`src/rtl/if_fetch.sv`:
```
// Instruction fetch stage: owns the PC, issues SRAM-like instruction
// requests (at most one outstanding), buffers the returned word and presents
// it to IF/ID. Handles branch delay slots, flush redirects and misaligned PCs.
module if_fetch #(
   parameter logic [31:0] RESET_PC = 32'hBFC00000
) (
   input  logic        clk,
   input  logic        reset,
   input  logic        stall,
   input  logic        flush,
   input  logic [31:0] flush_target,
   input  logic        branch_taken,
   input  logic [31:0] branch_target,
   output logic        inst_req,
   output logic [31:0] inst_addr,
   input  logic        inst_addr_ok,
   input  logic        inst_data_ok,
   input  logic [31:0] inst_rdata,
   output logic [31:0] if_pc,
   output logic [31:0] if_inst,
   output logic        if_addr_error,
   output logic        if_valid,
   output logic        if_stall_req
);

   typedef enum logic [1:0] {S_REQ, S_WAIT, S_HOLD} state_t;

   state_t      state, state_nxt;
   logic [31:0] pc, pc_nxt;
   logic [31:0] pend_tgt;
   logic        pend_vld;
   logic        cancel;
   logic [31:0] inst_buf;
   logic        misal;
   logic        advance;
   logic        capture;
   logic        accepted;

   assign misal     = (pc[1:0] != 2'b00);
   assign inst_addr = pc;
   assign advance   = if_valid && !stall;
   assign accepted  = inst_req && inst_addr_ok;
   // Data lands in the buffer either from a waiting request or from a
   // request that is accepted and answered in the same cycle.
   assign capture   = (state == S_WAIT && inst_data_ok) ||
                      (state == S_REQ && accepted && inst_data_ok);

   // State register
   always_ff @(posedge clk) begin
      if (reset) state <= S_REQ;
      else       state <= state_nxt;
   end

   // Next-state logic; flush always forces a fresh request
   always_comb begin
      state_nxt = state;
      case (state)
         S_REQ:   if (!misal && accepted) state_nxt = inst_data_ok ? S_HOLD : S_WAIT;
         S_WAIT:  if (inst_data_ok) state_nxt = S_HOLD;
         S_HOLD:  if (advance) state_nxt = S_REQ;
         default: state_nxt = S_REQ;
      endcase
      if (flush) state_nxt = S_REQ;
   end

   // Output logic; a misaligned PC completes at once as an error slot
   always_comb begin
      inst_req      = 1'b0;
      if_valid      = 1'b0;
      if_addr_error = 1'b0;
      if_inst       = 32'h0;
      if_pc         = pc;
      if (reset) begin
         if_pc = RESET_PC;
      end else begin
         case (state)
            S_REQ: begin
               if (misal) begin
                  if_valid      = 1'b1;
                  if_addr_error = 1'b1;
               end else begin
                  // a cancelled request still owes us a data beat
                  inst_req = !cancel;
               end
            end
            S_HOLD: begin
               if_valid = 1'b1;
               if_inst  = inst_buf;
            end
            default: ;
         endcase
      end
   end

   assign if_stall_req = !if_valid;

   // Next PC: flush > branch resolving now > pending branch > sequential.
   // A branch seen in the same cycle the delay slot advances is used directly.
   always_comb begin
      pc_nxt = pc;
      if (flush)             pc_nxt = flush_target;
      else if (advance) begin
         if (branch_taken)   pc_nxt = branch_target;
         else if (pend_vld)  pc_nxt = pend_tgt;
         else                pc_nxt = pc + 32'd4;
      end
   end

   // Datapath registers: PC, pending branch, cancel flag, fetch buffer
   always_ff @(posedge clk) begin
      if (reset) begin
         pc       <= RESET_PC;
         pend_vld <= 1'b0;
         pend_tgt <= 32'h0;
         cancel   <= 1'b0;
         inst_buf <= 32'h0;
      end else begin
         pc <= pc_nxt;
         if (capture) inst_buf <= inst_rdata;
         if (flush || advance) begin
            pend_vld <= 1'b0;
         end else if (branch_taken) begin
            pend_vld <= 1'b1;
            pend_tgt <= branch_target;
         end
         // an accepted request whose data has not yet returned must be dropped
         if (flush)
            cancel <= (cancel || state == S_WAIT || accepted) && !inst_data_ok;
         else if (cancel && inst_data_ok)
            cancel <= 1'b0;
      end
   end

endmodule

```
`config.mk`:
```
export PLATFORM = sky130hd
export DESIGN_NAME = if_fetch
export DESIGN_NICKNAME = d
export VERILOG_FILES = /design/src/rtl/if_fetch.sv
export SDC_FILE = /design/constraint.sdc
export NUM_CORES = 1
export LEC_CHECK = 0
export ABC_AREA = 1
export BUFFER_PORTS_ARGS = -buffer_cell sky130_fd_sc_hd__clkbuf_2
export CORE_AREA = 5 5 141 103
export CTS_CLUSTER_DIAMETER = 120
export DETAILED_ROUTE_END_ITERATION = 6
export DIE_AREA = 0 0 146 108
export GPL_TIMING_DRIVEN = 0
export PLACE_DENSITY = 0.84
export RECOVER_POWER = 100
export SLEW_MARGIN = 20
export SYNTH_ARGS = -nofsm -noshare
export SYNTH_HDL_FRONTEND = slang
export SYNTH_SLANG_ARGS = --single-unit
export TNS_END_PERCENT = 50
```
`constraint.sdc`:
```
create_clock -name clk -period 1.4 [get_ports clk]
set_input_delay 0.21 -clock clk [delete_from_list [all_inputs] [get_ports clk]]
set_output_delay 0.21 -clock clk [all_outputs]
set_load 0.05 [all_outputs]
```
# == Yosys cells after proc, flatten, opt, wreduce, memory -nomap -nowiden ==
# Cells that the tools add are included.
# totals
wordCells,60
regBits,100
# classes
add_sub_neg,1
reduce_logical,25
n_bitwise,1
muxes,22
eq_ne,5
# ops
cell,n
two-way mux 32 bit,7
adder 32 x 3 -> 32 bit (second input constant),1
two-way mux 1 bit,9
logical AND 1 bit,8
two-way mux 2 bit,4
case mux 2 bit (3 select lines),1
nonzero test 2 bit,3
logical NOT 1 bit,5
logical OR 1 bit,4
inequality test 2 bit (second input constant),2
OR reduction 2 bit,2
AND reduction 3 bit,1
== test 2 x 1 -> 1 bit (second input constant),1
== test 2 bit (second input constant),1
logical NOT 2 bit,1
inequality test 2 x 1 -> 1 bit (second input constant),1
case mux 1 bit (2 select lines),1
AND reduction 2 bit,1
inverter 1 bit,1

# == Logic depth before layout (Yosys ltp) ==
# Gate-level depths: netlist of the first run.
# logic_depth
word_depth,8
depth_mapped,12
ltp_nobuf,12

# == Worst setup path before layout of the first run ==
# Ideal clock, no wire load.
# synth_timing
kind,register to output
from,"register pc[1], in the netlist inst_addr[1]"
to,output if_stall_req
stages_incl_launch_ff,6
slack_ns,-0.856
arrival_ns,2.046
path_cell_list,dfxtp_1 -> nor2_2 -> nand2_4 -> inv_1 -> nor2_1 -> inv_1
# synth_between
elab_chain_cells,5
# synth_rtl
item,line,rtl
"start, declared",29,"logic [31:0] pc, pc_nxt;"
"start signal, assigned",118,pc <= pc_nxt;
nonzero test 2 bit,39,assign misal = (pc[1:0] != 2'b00);
two-way mux 1 bit,78,if (misal) begin
case mux 1 bit (2 select lines),76,case (state)
two-way mux 1 bit,73,if (reset) begin
net if_valid,22,"output logic if_valid,"
logical NOT 1 bit,95,assign if_stall_req = !if_valid;
"end, declared",23,output logic if_stall_req
# The timed path passes the listed nets, and every way through them passes these cells.

# == Worst setup path in the final report of the first run ==
# layout_timing
from,register state[1]
to,register inst_buf[0]
# layout_between
elab_chain_cells,7
# layout_rtl
item,line,rtl
"start, declared",28,"state_t state, state_nxt;"
"start signal, assigned",51,else state <= state_nxt;
logical NOT 2 bit,"46, 76",
two-way mux 1 bit,76,
two-way mux 1 bit,73,
logical AND 1 bit,42,assign accepted = inst_req && inst_addr_ok;
logical AND 1 bit (2 in series),46,(state == S_REQ && accepted && inst_data_ok);
logical OR 1 bit *,45,assign capture = (state == S_WAIT && inst_data_ok) ||
"end signal, assigned",119,if (capture) inst_buf <= inst_rdata;
"end, declared",33,logic [31:0] inst_buf;
# Mark *: on every way between the ends. The rest lies on a longest branch, timed or not.
# A chain may end at the register's enable or synchronous reset.

==> reports/metrics.yaml, run 1 <==
placement:
  dpl_cell_area_um2: 7269
  hpwl_um: 17740
  gp_congestion: 0.9882
  dpl.cell_count: 1297
  port_buffers: 201
pwr:
  ir_drop_v: 0.0007006
  power_density_nw_per_um2: 929.1
  leakage_nw: 4.257
sta:
  setup_viol: 155
  layout_worst_path_cycle_share_pct: 128.9
  setup_slack_ns: -0.4053
  drv_slew: 0
  fin_crit_ns: 1.805
  worstMarginPinSlew_ns: 1.037
  hold_violations: 0
  skew_ns: 0.01621
  hold-worst-slack_ns: 0.07241
  fmax_ghz: 0.5539
  finalSetupTns_ns: -35.10
  relSlewSlack_pct: 30.87
  rsz0062_at_grt: "true"
outcome:
  violations: "DRC, setup timing"
  run_status: "complete, but fails checks"
critical_path:
  path_max_fanout: 10
  slowest_stage: "dfxtp_2"
  crit_required_ns: 1.67
  cpLargestDelayFamily: "simple AND/OR/NAND/NOR gates"
  setup.worst_path.start: "state[1]"
  critPathMaxStageDelay_ns: 0.34
  endpoint_kind: "flop"
  path_cells: "buf_6 -> inv_4 -> nand2_4 -> nor3_4 -> nand3_2 -> nand2_4 -> buf_6 -> o21ai_0 -> nor2_1"
  r2r_start: "state[1]"
  worst_setup_path_start_kind: "flop"
  path_class: "reg -> reg"
  cp.arrival_ns: 2.08
  worst-path-buf-inv: 3
floorplanning:
  die-area_um2: 15770
  rows: 35
  fp.dieH_um: 108
  die_w_um: 146
  pin_count: 203
  start_util_pct: 44.97
  core_area_um2: 12920
cts:
  cts.clk_slew.worst_paths_ns: 0.08
  ctsHoldBuffers: 0
  cts_num_sinks: 100
  cts_max_path_buffers: 2
  cts_tree: "built"
  root_buffer: "clkbuf_16"
  numCtsBuffers: 9
  clk_latency_ns: 0.37
  htree_levels: 3
cells_and_area:
  final-seq-area_um2: 2096
  area_delta_synth_final_pct: 66.01
  layout.nets: 1297
  n_antenna_cell: 0
  n_fill_cell: 766
  multi_input_area_um2: 4135
  drive_gt1_share_pct: 47.08
  fin_area_um2: 9644
  fin_cells: 1364
routing:
  routedWlPerCell_um: 23.83
  postRouteAntennaNets: 0
  dr_total_vias: 8707
  first_pass_iters: 7
  drc: 38
  drt_iter0_drc: 1889
  viasPerCell: 6.383
  wl_um: 32500
logic_synthesis:
  yosysTopAreaCellShare_pct: 34.46
  synthAdderAreaFrac_pct: 0.2154
  syn-instance-count: 930
  synth-seq-area-share_pct: 34.46
  synth-seq-cells: 100
  synth_compound_area_share_pct: 17.06
  ys_top_cells_by_area: "dfxtp_1, nand2_1, nor2_1"
  synth-xor-area-share_pct: 0.1508
  yosys.area_share.simple_pct: 37.63
  syn_area_um2: 5809
  synth_top_cell_by_area: "dfxtp_1"
  synth_top_family_by_area: "simple AND/OR/NAND/NOR gates"
  muxShareOfSynthArea_pct: 0
  syn-num-nets: 1034
  avgSynthCellArea_um2: 6.247
  ys_warn_count: 0
  ys_types: 45
global_route:
  grt_pass1_wl_um: 41860
  antenna_found_initial: 1
  first_global_vias: 7678
  track_usage_pct: 33.62
  grt_max_degree: 18
  grt.overflow.total: 0
worst_hold_path:
  min-delay-start: "inst_rdata[22]"
  hold_class: "in -> reg"
flow_run:
  cap_violations: 0
==> cell type report <==
class / count / area share [%]
buffer: 48 / 5.241
clock buffer: 11 / 2.854
clock inverter: 5 / 0.3762
inverter: 81 / 3.477
multi-input combinational: 700 / 42.88
sequential: 100 / 21.73
tap: 166 / 2.154
timing repair buffer: 253 / 21.29
==> metal layers <==
metal	vias up	GRT usage, %	wire length [µm]
met1	3917	43.18	10980
met4	2	14.09	2833
met5	-	0	12
met3	341	10.56	5216
li1	3508	-	-
met2	939	52.74	13460
==> through the flow <==
step	total power, mW	util (%)	setup WS (ns)
2_1_floorplan	4.773	-	-0.4815
3_3_place_gp	5.417	56.27	-0.5465
3_5_place_dp	5.457	56.27	-0.5682
4_1_cts	8.404	69.42	-0.1839
5_1_grt	9.151	74.65	-0.4200
6_report	8.960	74.65	-0.4053
==> synthesized netlist by cell type (all sizes together) <==
master	n
inv	79
xor2	1
nor2	217
ha	1
o21ai	78
a21oi	57
o211ai	9
and2	1
dfxtp	100
nand2	261
o22ai	1
nor3	5
o221ai	2
a31oi	3
a221oi	14
nand3	38
clkbuf	19
o21a	1
nor4	1
nand4	4
o31ai	1
a211oi	5
clkinv	2
buf	30
==> logic make-up after synthesis <==
kind of cell,count (synthesis)
AO/OA/AOI/OAI,171
XOR/XNOR,1
adder cells (fa/ha/maj),1
buffers and inverters,130
flip-flops,100
AND/OR/NAND/NOR,527
==> state kept, by name, indices dropped and copies added (netlist names) <==
| signal | count |
|---|---|
| cancel | 1 |
| state | 2 |
| inst_addr | 32 |
| inst_buf | 32 |
| pend_vld | 1 |
| pend_tgt | 32 |
==> power breakdown <==
group | internal, mW | switching, mW | total, mW | leakage, nW
logic | 0.955 | 2.03 | 2.98 | 3.27
clock network | 1.44 | 1.23 | 2.67 | 0.157
registers | 3.06 | 0.243 | 3.31 | 0.834
total | 5.46 | 3.50 | 8.96 | 4.26
==> path summary, 6_finish.rpt <==
check	endpoint	slack, ns	cells after the start
setup / recovery	inst_buf[0]	-0.41	9
hold / removal	inst_buf[22]	0.07	3
setup reg to reg	inst_buf[0]	-0.41	9
hold reg to reg	pend_tgt[9]	0.46	2
==> tightest hold or removal path: stages <==
cell,delay (ns)
clkbuf_2,0.07
nor2_1,0.03
nor2_1,0.08
==> what timing repair did <==
item | in CTS | in global routing
buffers inserted | 31 | 12
setup endpoints to repair | 165 | 168
resized for setup | 279 | 197
cloned | 7 | 2
pin swaps | 35 | 45
==> layout by cell type (no fill, tap or decap), types with 5 or more instances in the layout <==
master     instances
a21oi_2           18
a221oi_4           6
o211ai_1           9
clkbuf_4          16
o21ai_2           17
o21ai_1           18
clkbuf_8          17
dfxtp_1           67
nand3_1           34
dfxtp_4           21
a21oi_1           39
nand2_1          213
a211oi_2           5
clkbuf_16         15
buf_2              7
buf_8             35
buf_12             9
nand2_4           10
nor2_1           120
buf_4             38
nor2_2            47
nand2_2           37
dfxtp_2           12
inv_2              8
inv_1             65
inv_4              5
clkbuf_1          12
o21ai_0           40
nor2_4            49
clkbuf_2         136
buf_6             24
a221oi_2           5
(Power assumes the default switching activity.)
==> inputs of run 2 (changes only) <==
--- a/config.mk
+++ b/config.mk
@@ -7,12 +7,14 @@
 export LEC_CHECK = 0
 export ABC_AREA = 1
 export BUFFER_PORTS_ARGS = -buffer_cell sky130_fd_sc_hd__clkbuf_2
-export CORE_AREA = 5 5 141 103
+export CELL_PAD_IN_SITES_DETAIL_PLACEMENT = 1
+export CELL_PAD_IN_SITES_GLOBAL_PLACEMENT = 1
+export CORE_AREA = 5 5 170 123
 export CTS_CLUSTER_DIAMETER = 120
 export DETAILED_ROUTE_END_ITERATION = 6
-export DIE_AREA = 0 0 146 108
+export DIE_AREA = 0 0 175 128
 export GPL_TIMING_DRIVEN = 0
-export PLACE_DENSITY = 0.84
+export PLACE_DENSITY = 0.85
 export RECOVER_POWER = 100
 export SLEW_MARGIN = 20
 export SYNTH_ARGS = -nofsm -noshare
==> run 2 against run 1 <==
  * The flow finishes with violations (setup timing)
  * Flip-flop and latch count unchanged
  * Count of clock-buffer cells in the layout down 2
  * Core utilization down 19 points
  * Combinational power up 20%
  * Sequential share of layout area down 2.2 points
  * Critical path depth up 1
  * Register-to-register slack worse by 0.15 ns
  * Wire length up 46%
  * Final cell count up 8.7%
  * Cell area up 12%
  * Highest routed layer unchanged
==> reports/metrics.yaml, run 2 (synthesized netlist as in run 1, its figures left out) <==
critical_path:
  worst_setup_path_start_kind: "flop"
  ff2ff_setup_slack_ns: -0.56
  endpoint_kind: "flop"
  path_max_fanout: 8
  path_class: "reg -> reg"
  cp.arrival_ns: 2.25
  crit_required_ns: 1.69
pwr:
  leakage_nw: 4.680
  power_density_nw_per_um2: 901.4
  ir_drop_v: 0.0005938
  power_mw: 9.708
routing:
  viasPerCell: 6.326
  drc: 0
  drt_iter0_drc: 1472
  routedWlPerCell_um: 31.94
  dr_wl_met2_um: 20120
  wl_um: 47340
  top_layer: "met5"
  wl_met1_um: 17130
  first_pass_iters: 6
  dr_total_vias: 9375
  postRouteAntennaNets: 0
  dr_wl_met3_um: 5685
floorplanning:
  rows: 43
  fp.dieH_um: 128
  core_area_um2: 19260
  start_util_pct: 30.16
  die-area_um2: 22400
  die_w_um: 175
  pin_count: 203
cts:
  clk_latency_ns: 0.39
  root_buffer: "clkbuf_16"
  cts_num_sinks: 100
  cts_tree: "built"
  cts_max_path_buffers: 2
  htree_levels: 3
  cts.clk_slew.worst_paths_ns: 0.10
  numCtsBuffers: 9
global_route:
  track_usage_pct: 30.81
  first_global_vias: 8733
  grt_pass1_wl_um: 52820
  antenna_found_initial: 4
  grt_max_degree: 20
  grt.overflow.total: 0
sta:
  worstMarginPinSlew_ns: 1.019
  setup_viol: 170
  setup_slack_ns: -0.5586
  skew_ns: 0.02731
  fin_crit_ns: 1.959
  relSlewSlack_pct: 32.08
  rsz0062_at_grt: "true"
  layout_worst_path_cycle_share_pct: 139.9
  drv_slew: 0
  fmax_ghz: 0.5106
  hold_violations: 0
flow_run:
  cap_violations: 0
cells_and_area:
  mostFrequentLayoutCell: "nand2_1"
  mostFrequentLayoutCells: "nand2_1, clkbuf_2, nor2_1"
  n_fill_cell: 2314
  fin_area_um2: 10770
  fin_util_pct: 55.92
  area_delta_synth_final_pct: 85.40
  drive_gt1_share_pct: 53.08
  layout.nets: 1331
outcome:
  violations: "setup timing"
  run_status: "complete, but fails checks"
worst_hold_path:
  hold_class: "in -> reg"
placement:
  gp_congestion: 0.9261
  dpl_cell_area_um2: 7371
  port_buffers: 201
  hpwl_um: 21270
==> run 2: cell count changes in the layout (fill, tap and decap cells not counted), sizes merged <==
cell | before | now
buf | 116 | 168
clkbuf | 196 | 176
diode | 0 | 3
clkinv | 4 | 6
==> run 2: cell type report <==
cell class | instances | area (µm²) | share of cell area [%]
Timing Repair Buffer | 286 | 2469 | 22.92
Clock buffer | 9 | 225.2 | 2.091
Inverter | 81 | 361.6 | 3.357
Buffer | 49 | 590.6 | 5.483
Sequential cell | 100 | 2100 | 19.49
Clock inverter | 7 | 65.06 | 0.6041
Multi-Input combinational cell | 700 | 4643 | 43.11
Antenna cell | 3 | 7.507 | 0.06970
Tap cell | 247 | 309.0 | 2.869
==> run 2: stage by stage <==
stage	setup slack, ns	hold WS [ns]	setup TNS, ns	instances
finish	-0.5586	0.04921	-58.87	1482
global route	-0.5990	0.06140	-59.95	1482
CTS	-0.2119	0.05809	-16.49	1438
detailed placement	-0.6475	0.4408	-44.20	1378
global placement	-0.6038	0.4358	-38.95	1378
floorplan	-0.4815	0.2868	-25.22	930
==> run 2: critical path, stage by stage (launching register included) <==
cell and delay, ns:
dfxtp_4 0.42, buf_6 0.12, nand2_4 0.07, nor2_4 0.19
nand2_8 0.13, nor2_4 0.25, nand2_2 0.11, nor2_1 0.22
o21ai_1 0.15, nand2_1 0.12, nand2_1 0.05
==> run 2: what timing repair did <==
action	in CTS	in global routing
pin swaps	42	87
endpoints found under the hold margin	0	0
hold buffers	0	0
gates resized for setup	314	347
buffers inserted	43	32
gates cloned	1	10
endpoints found under the setup margin	165	169
==> run 2: layer usage <==
layer	track usage [%]	vias up
met4	18.24	2
li1	-	3573
met1	36.57	4515
met3	10.50	356
met5	0	-
met2	48.72	929
==> run 2: final timing paths <==
check	end	depth (start not counted)	start
max	inst_addr[17]	10	inst_addr[4]
min	inst_buf[10]	3	inst_rdata[10]
max reg2reg	inst_addr[17]	10	inst_addr[4]
min reg2reg	pend_tgt[17]	2	pend_tgt[17]
==> run 2: report_power, final <==
| part | switching, mW | total [mW] | internal [mW] |
|---|---|---|---|
| Clock | 1.51 | 2.76 | 1.26 |
| Combinational | 2.43 | 3.59 | 1.16 |
| Sequential | 0.293 | 3.35 | 3.06 |
